File: src/rtl/shift_deserializer.sv
// shift_deserializer: serial-in/parallel-out receiver.
//   Collects qualified serial bits into a WIDTH-bit word (MSB-first or LSB-first, chosen
//   by dir on the first bit of each frame) and presents completed words on a double-buffered
//   valid/ready output. Words completed while the output is held are dropped and flagged by
//   a sticky overrun bit.
//
// Optional feature macro: PARITY_CHECK_EN
//   Defined  : frame = WIDTH data bits + 1 even-parity bit; parity_err reports a mismatch.
//   Undefined: frame = WIDTH data bits; parity_err is constant 0.
//
// Ports:
//   clk        in   clock, rising edge
//   reset      in   asynchronous reset, active low
//   clear      in   synchronous flush (keeps out data), priority over everything else
//   bit_valid  in   bit_in is sampled this cycle
//   bit_in     in   serial data bit
//   dir        in   0 = MSB first (shift left), 1 = LSB first (shift right)
//   out        out  assembled word (output buffer)
//   out_valid  out  out holds an unconsumed word
//   out_ready  in   consumer accepts out when out_valid & out_ready
//   busy       out  a frame is partially collected
//   bit_count  out  bits collected in the current frame
//   overrun    out  sticky: a completed word was dropped
//   parity_err out  parity mismatch on the current out word
module shift_deserializer #(
  parameter int unsigned WIDTH = 8,
  parameter int unsigned CNT_W = 4
) (
  input  logic             clk,
  input  logic             reset,
  input  logic             clear,
  input  logic             bit_valid,
  input  logic             bit_in,
  input  logic             dir,
  output logic [WIDTH-1:0] out,
  output logic             out_valid,
  input  logic             out_ready,
  output logic             busy,
  output logic [CNT_W-1:0] bit_count,
  output logic             overrun,
  output logic             parity_err
);

  localparam logic [CNT_W-1:0] LastData = CNT_W'(WIDTH - 1);

`ifdef PARITY_CHECK_EN
  typedef enum logic [1:0] {StIdle, StShift, StParity} state_e;
`else
  typedef enum logic [0:0] {StIdle, StShift} state_e;
`endif

  state_e             state_q, state_d;
  logic [WIDTH-1:0]   shift_q, shift_d;
  logic [CNT_W-1:0]   cnt_q, cnt_d;
  logic               dir_q, dir_d;
  logic [WIDTH-1:0]   out_q, out_d;
  logic               out_valid_q, out_valid_d;
  logic               overrun_q, overrun_d;
  logic               dir_eff;
  logic [WIDTH-1:0]   shifted;
  logic [WIDTH-1:0]   word;
  logic               done;
`ifdef PARITY_CHECK_EN
  logic               par_calc;
  logic               parity_err_q, parity_err_d;
`endif

  // The first bit of a frame uses the live dir; later bits use the latched copy.
  assign dir_eff = (state_q == StIdle) ? dir : dir_q;
  assign shifted = dir_eff ? {bit_in, shift_q[WIDTH-1:1]} : {shift_q[WIDTH-2:0], bit_in};

  // Frame collection FSM
  always_comb begin
    state_d = state_q;
    shift_d = shift_q;
    cnt_d   = cnt_q;
    dir_d   = dir_q;
    done    = 1'b0;
    word    = shifted;
`ifdef PARITY_CHECK_EN
    par_calc = 1'b0;
`endif
    if (bit_valid) begin
      unique case (state_q)
        StIdle: begin
          dir_d   = dir;
          shift_d = shifted;
          cnt_d   = CNT_W'(1);
          state_d = StShift;
        end
        StShift: begin
          shift_d = shifted;
          if (cnt_q == LastData) begin
`ifdef PARITY_CHECK_EN
            cnt_d   = cnt_q + CNT_W'(1);
            state_d = StParity;
`else
            cnt_d   = '0;
            state_d = StIdle;
            done    = 1'b1;
`endif
          end else begin
            cnt_d = cnt_q + CNT_W'(1);
          end
        end
`ifdef PARITY_CHECK_EN
        StParity: begin
          // Parity bit is checked but never shifted into the data word.
          word     = shift_q;
          par_calc = (^shift_q) ^ bit_in;
          done     = 1'b1;
          cnt_d    = '0;
          state_d  = StIdle;
        end
`endif
        default: state_d = StIdle;
      endcase
    end
    if (!clear) begin
      // no flush this cycle
    end else begin
      state_d = StIdle;
      shift_d = '0;
      cnt_d   = '0;
      done    = 1'b0;
    end
  end

  // Output buffer and handshake
  always_comb begin
    out_d       = out_q;
    out_valid_d = out_valid_q;
    overrun_d   = overrun_q;
`ifdef PARITY_CHECK_EN
    parity_err_d = parity_err_q;
`endif
    if (clear) begin
      out_valid_d = 1'b0;
      overrun_d   = 1'b0;
`ifdef PARITY_CHECK_EN
      parity_err_d = 1'b0;
`endif
    end else if (done) begin
      if (!out_valid_q || out_ready) begin
        out_d       = word;
        out_valid_d = 1'b1;
`ifdef PARITY_CHECK_EN
        parity_err_d = par_calc;
`endif
      end else begin
        overrun_d = 1'b1;
      end
    end else if (out_valid_q && out_ready) begin
      out_valid_d = 1'b0;
    end
  end

  always_ff @(posedge clk or negedge reset) begin
    if (!reset) begin
      state_q     <= StIdle;
      shift_q     <= '0;
      cnt_q       <= '0;
      dir_q       <= 1'b0;
      out_q       <= '0;
      out_valid_q <= 1'b0;
      overrun_q   <= 1'b0;
`ifdef PARITY_CHECK_EN
      parity_err_q <= 1'b0;
`endif
    end else begin
      state_q     <= state_d;
      shift_q     <= shift_d;
      cnt_q       <= cnt_d;
      dir_q       <= dir_d;
      out_q       <= out_d;
      out_valid_q <= out_valid_d;
      overrun_q   <= overrun_d;
`ifdef PARITY_CHECK_EN
      parity_err_q <= parity_err_d;
`endif
    end
  end

  assign out       = out_q;
  assign out_valid = out_valid_q;
  assign overrun   = overrun_q;
  assign busy      = (cnt_q != '0);
  assign bit_count = cnt_q;
`ifdef PARITY_CHECK_EN
  assign parity_err = parity_err_q;
`else
  assign parity_err = 1'b0;
`endif

endmodule

File: config.mk
export PLATFORM = sky130hd
export DESIGN_NAME = shift_deserializer
export DESIGN_NICKNAME = d
export VERILOG_FILES = /design/src/rtl/shift_deserializer.sv
export SDC_FILE = /design/constraint.sdc
export NUM_CORES = 1
export LEC_CHECK = 0
export BUFFER_PORTS_ARGS = -buffer_cell sky130_fd_sc_hd__buf_2
export CORE_ASPECT_RATIO = 0.6
export CORE_UTILIZATION = 30
export DETAILED_ROUTE_END_ITERATION = 7
export PLACE_DENSITY = 0.55
export RECOVER_POWER = 100
export SLEW_MARGIN = 0
export SYNTH_ARGS = -nofsm -noshare
export SYNTH_HDL_FRONTEND = slang
export SYNTH_SLANG_ARGS = --single-unit
File: constraint.sdc
create_clock -name clk -period 2.1 [get_ports clk]
set_clock_uncertainty 0.2 [all_clocks]
set_input_delay 0 -clock clk [delete_from_list [all_inputs] [get_ports clk]]
set_output_delay 0 -clock clk [all_outputs]
set_load 0.01 [all_outputs]
# Word-level counts from Yosys, hierarchy flattened
# Cells that the tools add are included.
# word_totals
register_bits	24
inputBits	7
wordCells	46
# classes
add_sub_neg	1
eq_ne	3
muxes	23
n_bitwise	2
reduce_logical	10
# op_table
cell	n
2-to-1 mux 8 bit	3
2-to-1 mux 1 bit	15
2-to-1 mux 4 bit	3
case mux 4 bit (2 select lines)	1
adder 4 x 1 -> 4 bit (second input constant)	1
equality test 4 x 3 -> 1 bit (second input constant)	1
AND reduction 2 bit	2
nonzero test 2 bit	2
nonzero test 4 bit	1
!= test 3 x 2 -> 1 bit (second input constant)	1
AND reduction 3 bit	1
nonzero test 3 bit	1
!= test 2 bit (second input constant)	1
inverter 1 bit	2
case mux 1 bit (2 select lines)	1
logical AND 1 bit	1
zero test 1 bit	1
logical OR 1 bit	1

# Depth between registers and ports, before layout
# depth
ltp_word	7
ltp_mapped	4

# Worst setup path after synthesis
# Ideal clock, no wire load.
# synth_path
kind	reg2reg
start	reg cnt_q[1] (netlist: bit_count[1])
end	reg out_q[4] (netlist: out[4])
arrival_ns	1.691
required_time_ns	1.775
path_slack_ns	0.084
path_stages_with_launch	5
synth_period_minus_slack_ns	2.016
cell_sequence	dfrtp_1 > ha_1 > nand3b_4 > nor4_4 > mux2_2
# synth_via
elab_chain_len	6
# synth_rtl
item	line	rtl
from (decl)	54	logic [CNT_W-1:0] cnt_q, cnt_d;
from (signal assigned)	173	cnt_q <= cnt_d;
equality test 4 x 3 -> 1 bit	93	if (cnt_q == LastData) begin
2-to-1 mux 1 bit	93	
2-to-1 mux 1 bit	84	unique case (state_q)
2-to-1 mux 1 bit	83	if (bit_valid) begin
2-to-1 mux 1 bit	119	if (!clear) begin
AND reduction 3 bit (no source line)	--	
to (signal assigned)	175	out_q <= out_d;
to (decl)	56	logic [WIDTH-1:0] out_q, out_d;
# No other way between the ends.
# A chain may end at the register's enable or synchronous reset.

# Final worst setup path
# layout_path
start	reg cnt_q[1] (netlist: bit_count[1])
end	reg out_q[1] (netlist: out[1])
# The elaborated chain is that of the path after synthesis.

==> impl_metrics.env <==
export IMPL_powerDensity_nw_per_um2=649
export IMPL_cp_end_kind="flip-flop"
export IMPL_coreArea_um2=3700
export IMPL_clock_sinks=24
export IMPL_drv_slew=0
export IMPL_yosysWarningCount=0
export IMPL_max_slew_margin_pct=9.10
export IMPL_ff2ff_path_depth=5
export IMPL_synth_edf_count=0
export IMPL_synthArstFlopShare_pct=100
export IMPL_period_needed_ps=1910
export IMPL_synth_area_um2=1170
export IMPL_diodes=0
export IMPL_finalNetCount=144
export IMPL_ys_ff_latch=24
export IMPL_grt_pass1_vias=852
export IMPL_worstSetupStartpoint="bit_count[1]"
export IMPL_clock_root_buffer="clkbuf_8"
export IMPL_rsz0062_at_grt="no"
export IMPL_setup_viol=0
export IMPL_clkPwrFrac_pct=34.7
export IMPL_num_rows=17
export IMPL_outcome="complete, no violations"
export IMPL_cts_tree="built"
export IMPL_remaining_drc_errors=0
export IMPL_grt_max_degree=25
export IMPL_vias=856
export IMPL_r2r_slack_ps=190
export IMPL_fmax_mhz=523
export IMPL_wl_per_cell_um=13.8
export IMPL_crit_required_ps=2090
export IMPL_synth_cells=106
export IMPL_dpl_cell_area_um2=1330
export IMPL_die_x_um=82.6
export IMPL_postCtsSetupBuffers=0
export IMPL_worstMarginPinSlew_ps=1360
export IMPL_leakagePower_uw=0.000679
export IMPL_dpl_worst_slack_ps=193
export IMPL_ir_worst_vdd_mv=0.266
export IMPL_p_sw_share_pct=25.1
export IMPL_clkTransAtPathRegs_ps=90
export IMPL_arrival_ps=1900
export IMPL_syn_to_final_growth_pct=21.3
export IMPL_gp_congestion=0.809
export IMPL_io_pins=23
export IMPL_syn_num_nets=115
export IMPL_crit_chain="ha_1 -> nand3b_4 -> nor4_4 -> buf_4 -> mux2i_1"
export IMPL_cts_path_max_buffers=2
export IMPL_antenna_found_initial=0
export IMPL_p_seq_share_pct=53.5
export IMPL_hold_path_class="input port to flip-flop"
export IMPL_grt_pass1_wl_um=4330
export IMPL_postSynthAreaPerCell_um2=11.0
export IMPL_worstReg2RegStart="bit_count[1]"
export IMPL_drt_iter0_drc=60
export IMPL_r2r_end="out[1]"
export IMPL_die_area_um2=4160
export IMPL_synth_distinct_cells=25
export IMPL_seq_area_frac_synth_pct=51.3
export IMPL_maxCapViolCount=0
export IMPL_grt_usage_pct=14.2
export IMPL_switching_power_uw=231
export IMPL_endpoint="out[1]"
export IMPL_grt_overflow_total=0
export IMPL_cpPeakStageDelay_ps=420
export IMPL_critPathBufInv=1
export IMPL_ant_nets=0
export IMPL_p_int_uw=691
export IMPL_insertion_delay_ps=270
export IMPL_start_kind="flip-flop"
export IMPL_finalHoldViolations=0
export IMPL_start_util_pct=31.6
export IMPL_hpwl_um=1700
export IMPL_fp_dieH_um=50.4
export IMPL_critPathKind="flip-flop to flip-flop"
export IMPL_crit_family="simple AND/OR/NAND/NOR gates"
export IMPL_cp_depth=5
export IMPL_cp_slowest_cell="dfrtp_1"
export IMPL_drive_gt1_share_pct=15.7
export IMPL_via_per_inst=4.73
export IMPL_fin_setup_tns_ps=0
export IMPL_final_area_um2=1420
export IMPL_io_buffers=21
export IMPL_h_tree_depth=1
export IMPL_cts_buffers=3
export IMPL_p_comb_share_pct=11.7
export IMPL_min_period_over_period_pct=91.1
export IMPL_synth_ff_type="dfrtp_1"
export IMPL_routed_wl_um=2500
export IMPL_drtPass1Iterations=4
export IMPL_worstPathMaxFanout=5
export IMPL_fin_ws_ps=187
layout make-up:
type / instances / area (µm²)
multi-input cells: 68 / 513
fillers: 404 / 2280
inverters: 9 / 33.8
well taps: 47 / 58.8
repair buffers: 29 / 158
clock buffers: 4 / 55.1
flip-flops and latches: 24 / 601
worst min-delay path, delay by kind of cell:
| family | cells | cell delay [ps] |
|---|---|---|
| AOI/OAI and AO/OA | 1 | 110 |
| muxes | 2 | 360 |
| buffers and inverters | 1 | 80 |
registers in the layout, indices dropped and copies added (netlist names):
| register | flops |
|---|---|
| out_valid | 1 |
| dir_q | 1 |
| overrun | 1 |
| state_q | 1 |
| out | 8 |
| shift_q | 8 |
| bit_count | 4 |
power by group through the flow:
stage | sequential, µW | combinational [µW] | clock [µW]
final | 493 | 108 | 320
after global routing | 496 | 123 | 354
after CTS | 493 | 112 | 330
after detailed placement | 502 | 104 | 0
after global placement | 501 | 103 | 0
after floorplan | 499 | 67.1 | 0
worst min path at each step:
stage / depth (start not counted) / slack, ps / from / endpoint
final: 4 / 110 / dir / shift_q[5]
after global placement: 1 / -180 / reset / overrun
after CTS: 2 / 70 / reset / out[5]
after floorplan: 0 / -500 / reset / bit_count[0]
after detailed placement: 1 / -170 / reset / out[5]
after global routing: 4 / 140 / dir / shift_q[5]
layout by cell type (no fill, tap or decap), types with 2 or more instances in the layout:
cell and instances:
mux2_2 3, ha_1 2, clkbuf_1 16, nor2b_1 3, nand3_1 2, a211oi_1 6, clkbuf_8 4, buf_2 5
buf_4 3, inv_1 9, dfrtp_1 24, mux2_1 3, a21oi_1 4, nor2_1 15, nand2_1 4, o21ba_2 2
o21a_1 3, dlygate4sd3_1 5, mux2i_1 11
stage by stage:
stage               cells  hold WS (ps)  util [%]  power (µW)
floorplan             106          -496         -         566
global placement      172          -176      36.0         604
detailed placement    172          -165      36.0         606
CTS                   181          68.1      38.9         935
global route          181           138      38.3         973
finish                181           114      38.3         921
synth_stat cells (all sizes together), types with 2 or more instances:
cell type / n / area, µm²
inv: 9 / 33.8
nand3b: 2 / 27.5
o21a: 3 / 22.5
clkbuf: 4 / 15.0
dfrtp: 24 / 601
a211oi: 6 / 45.0
nand2: 4 / 15.0
o21ba: 2 / 20.0
mux2: 6 / 67.6
mux2i: 12 / 124
nand3: 2 / 10.0
nor2: 15 / 56.3
nor2b: 3 / 18.8
ha: 2 / 25.0
a21oi: 4 / 20.0
logic make-up after synthesis:
kind of cell | after synthesis | synth area share, %
AOI/OAI and AO/OA | 17 | 10.4
adders and majority gates | 2 | 2.14
buffers and inverters | 14 | 4.81
DFF | 24 | 51.3
muxes | 18 | 16.4
other | 1 | 0.321
and+or+nand+nor | 30 | 14.7
layer usage:
metal	up-vias	routed length, µm	GRT usage (%)
met5	-	0	0
met4	0	11	2.59
met3	2	168	4.55
met2	23	1020	18.6
met1	415	1300	22.2
li1	416	-	-
what timing repair did:
item | in CTS | in global routing
resized for setup | 0 | 0
endpoints found under the hold margin | 37 | 0
hold buffers | 5 | 0
No activity file was read; power rests on OpenSTA's default activity.
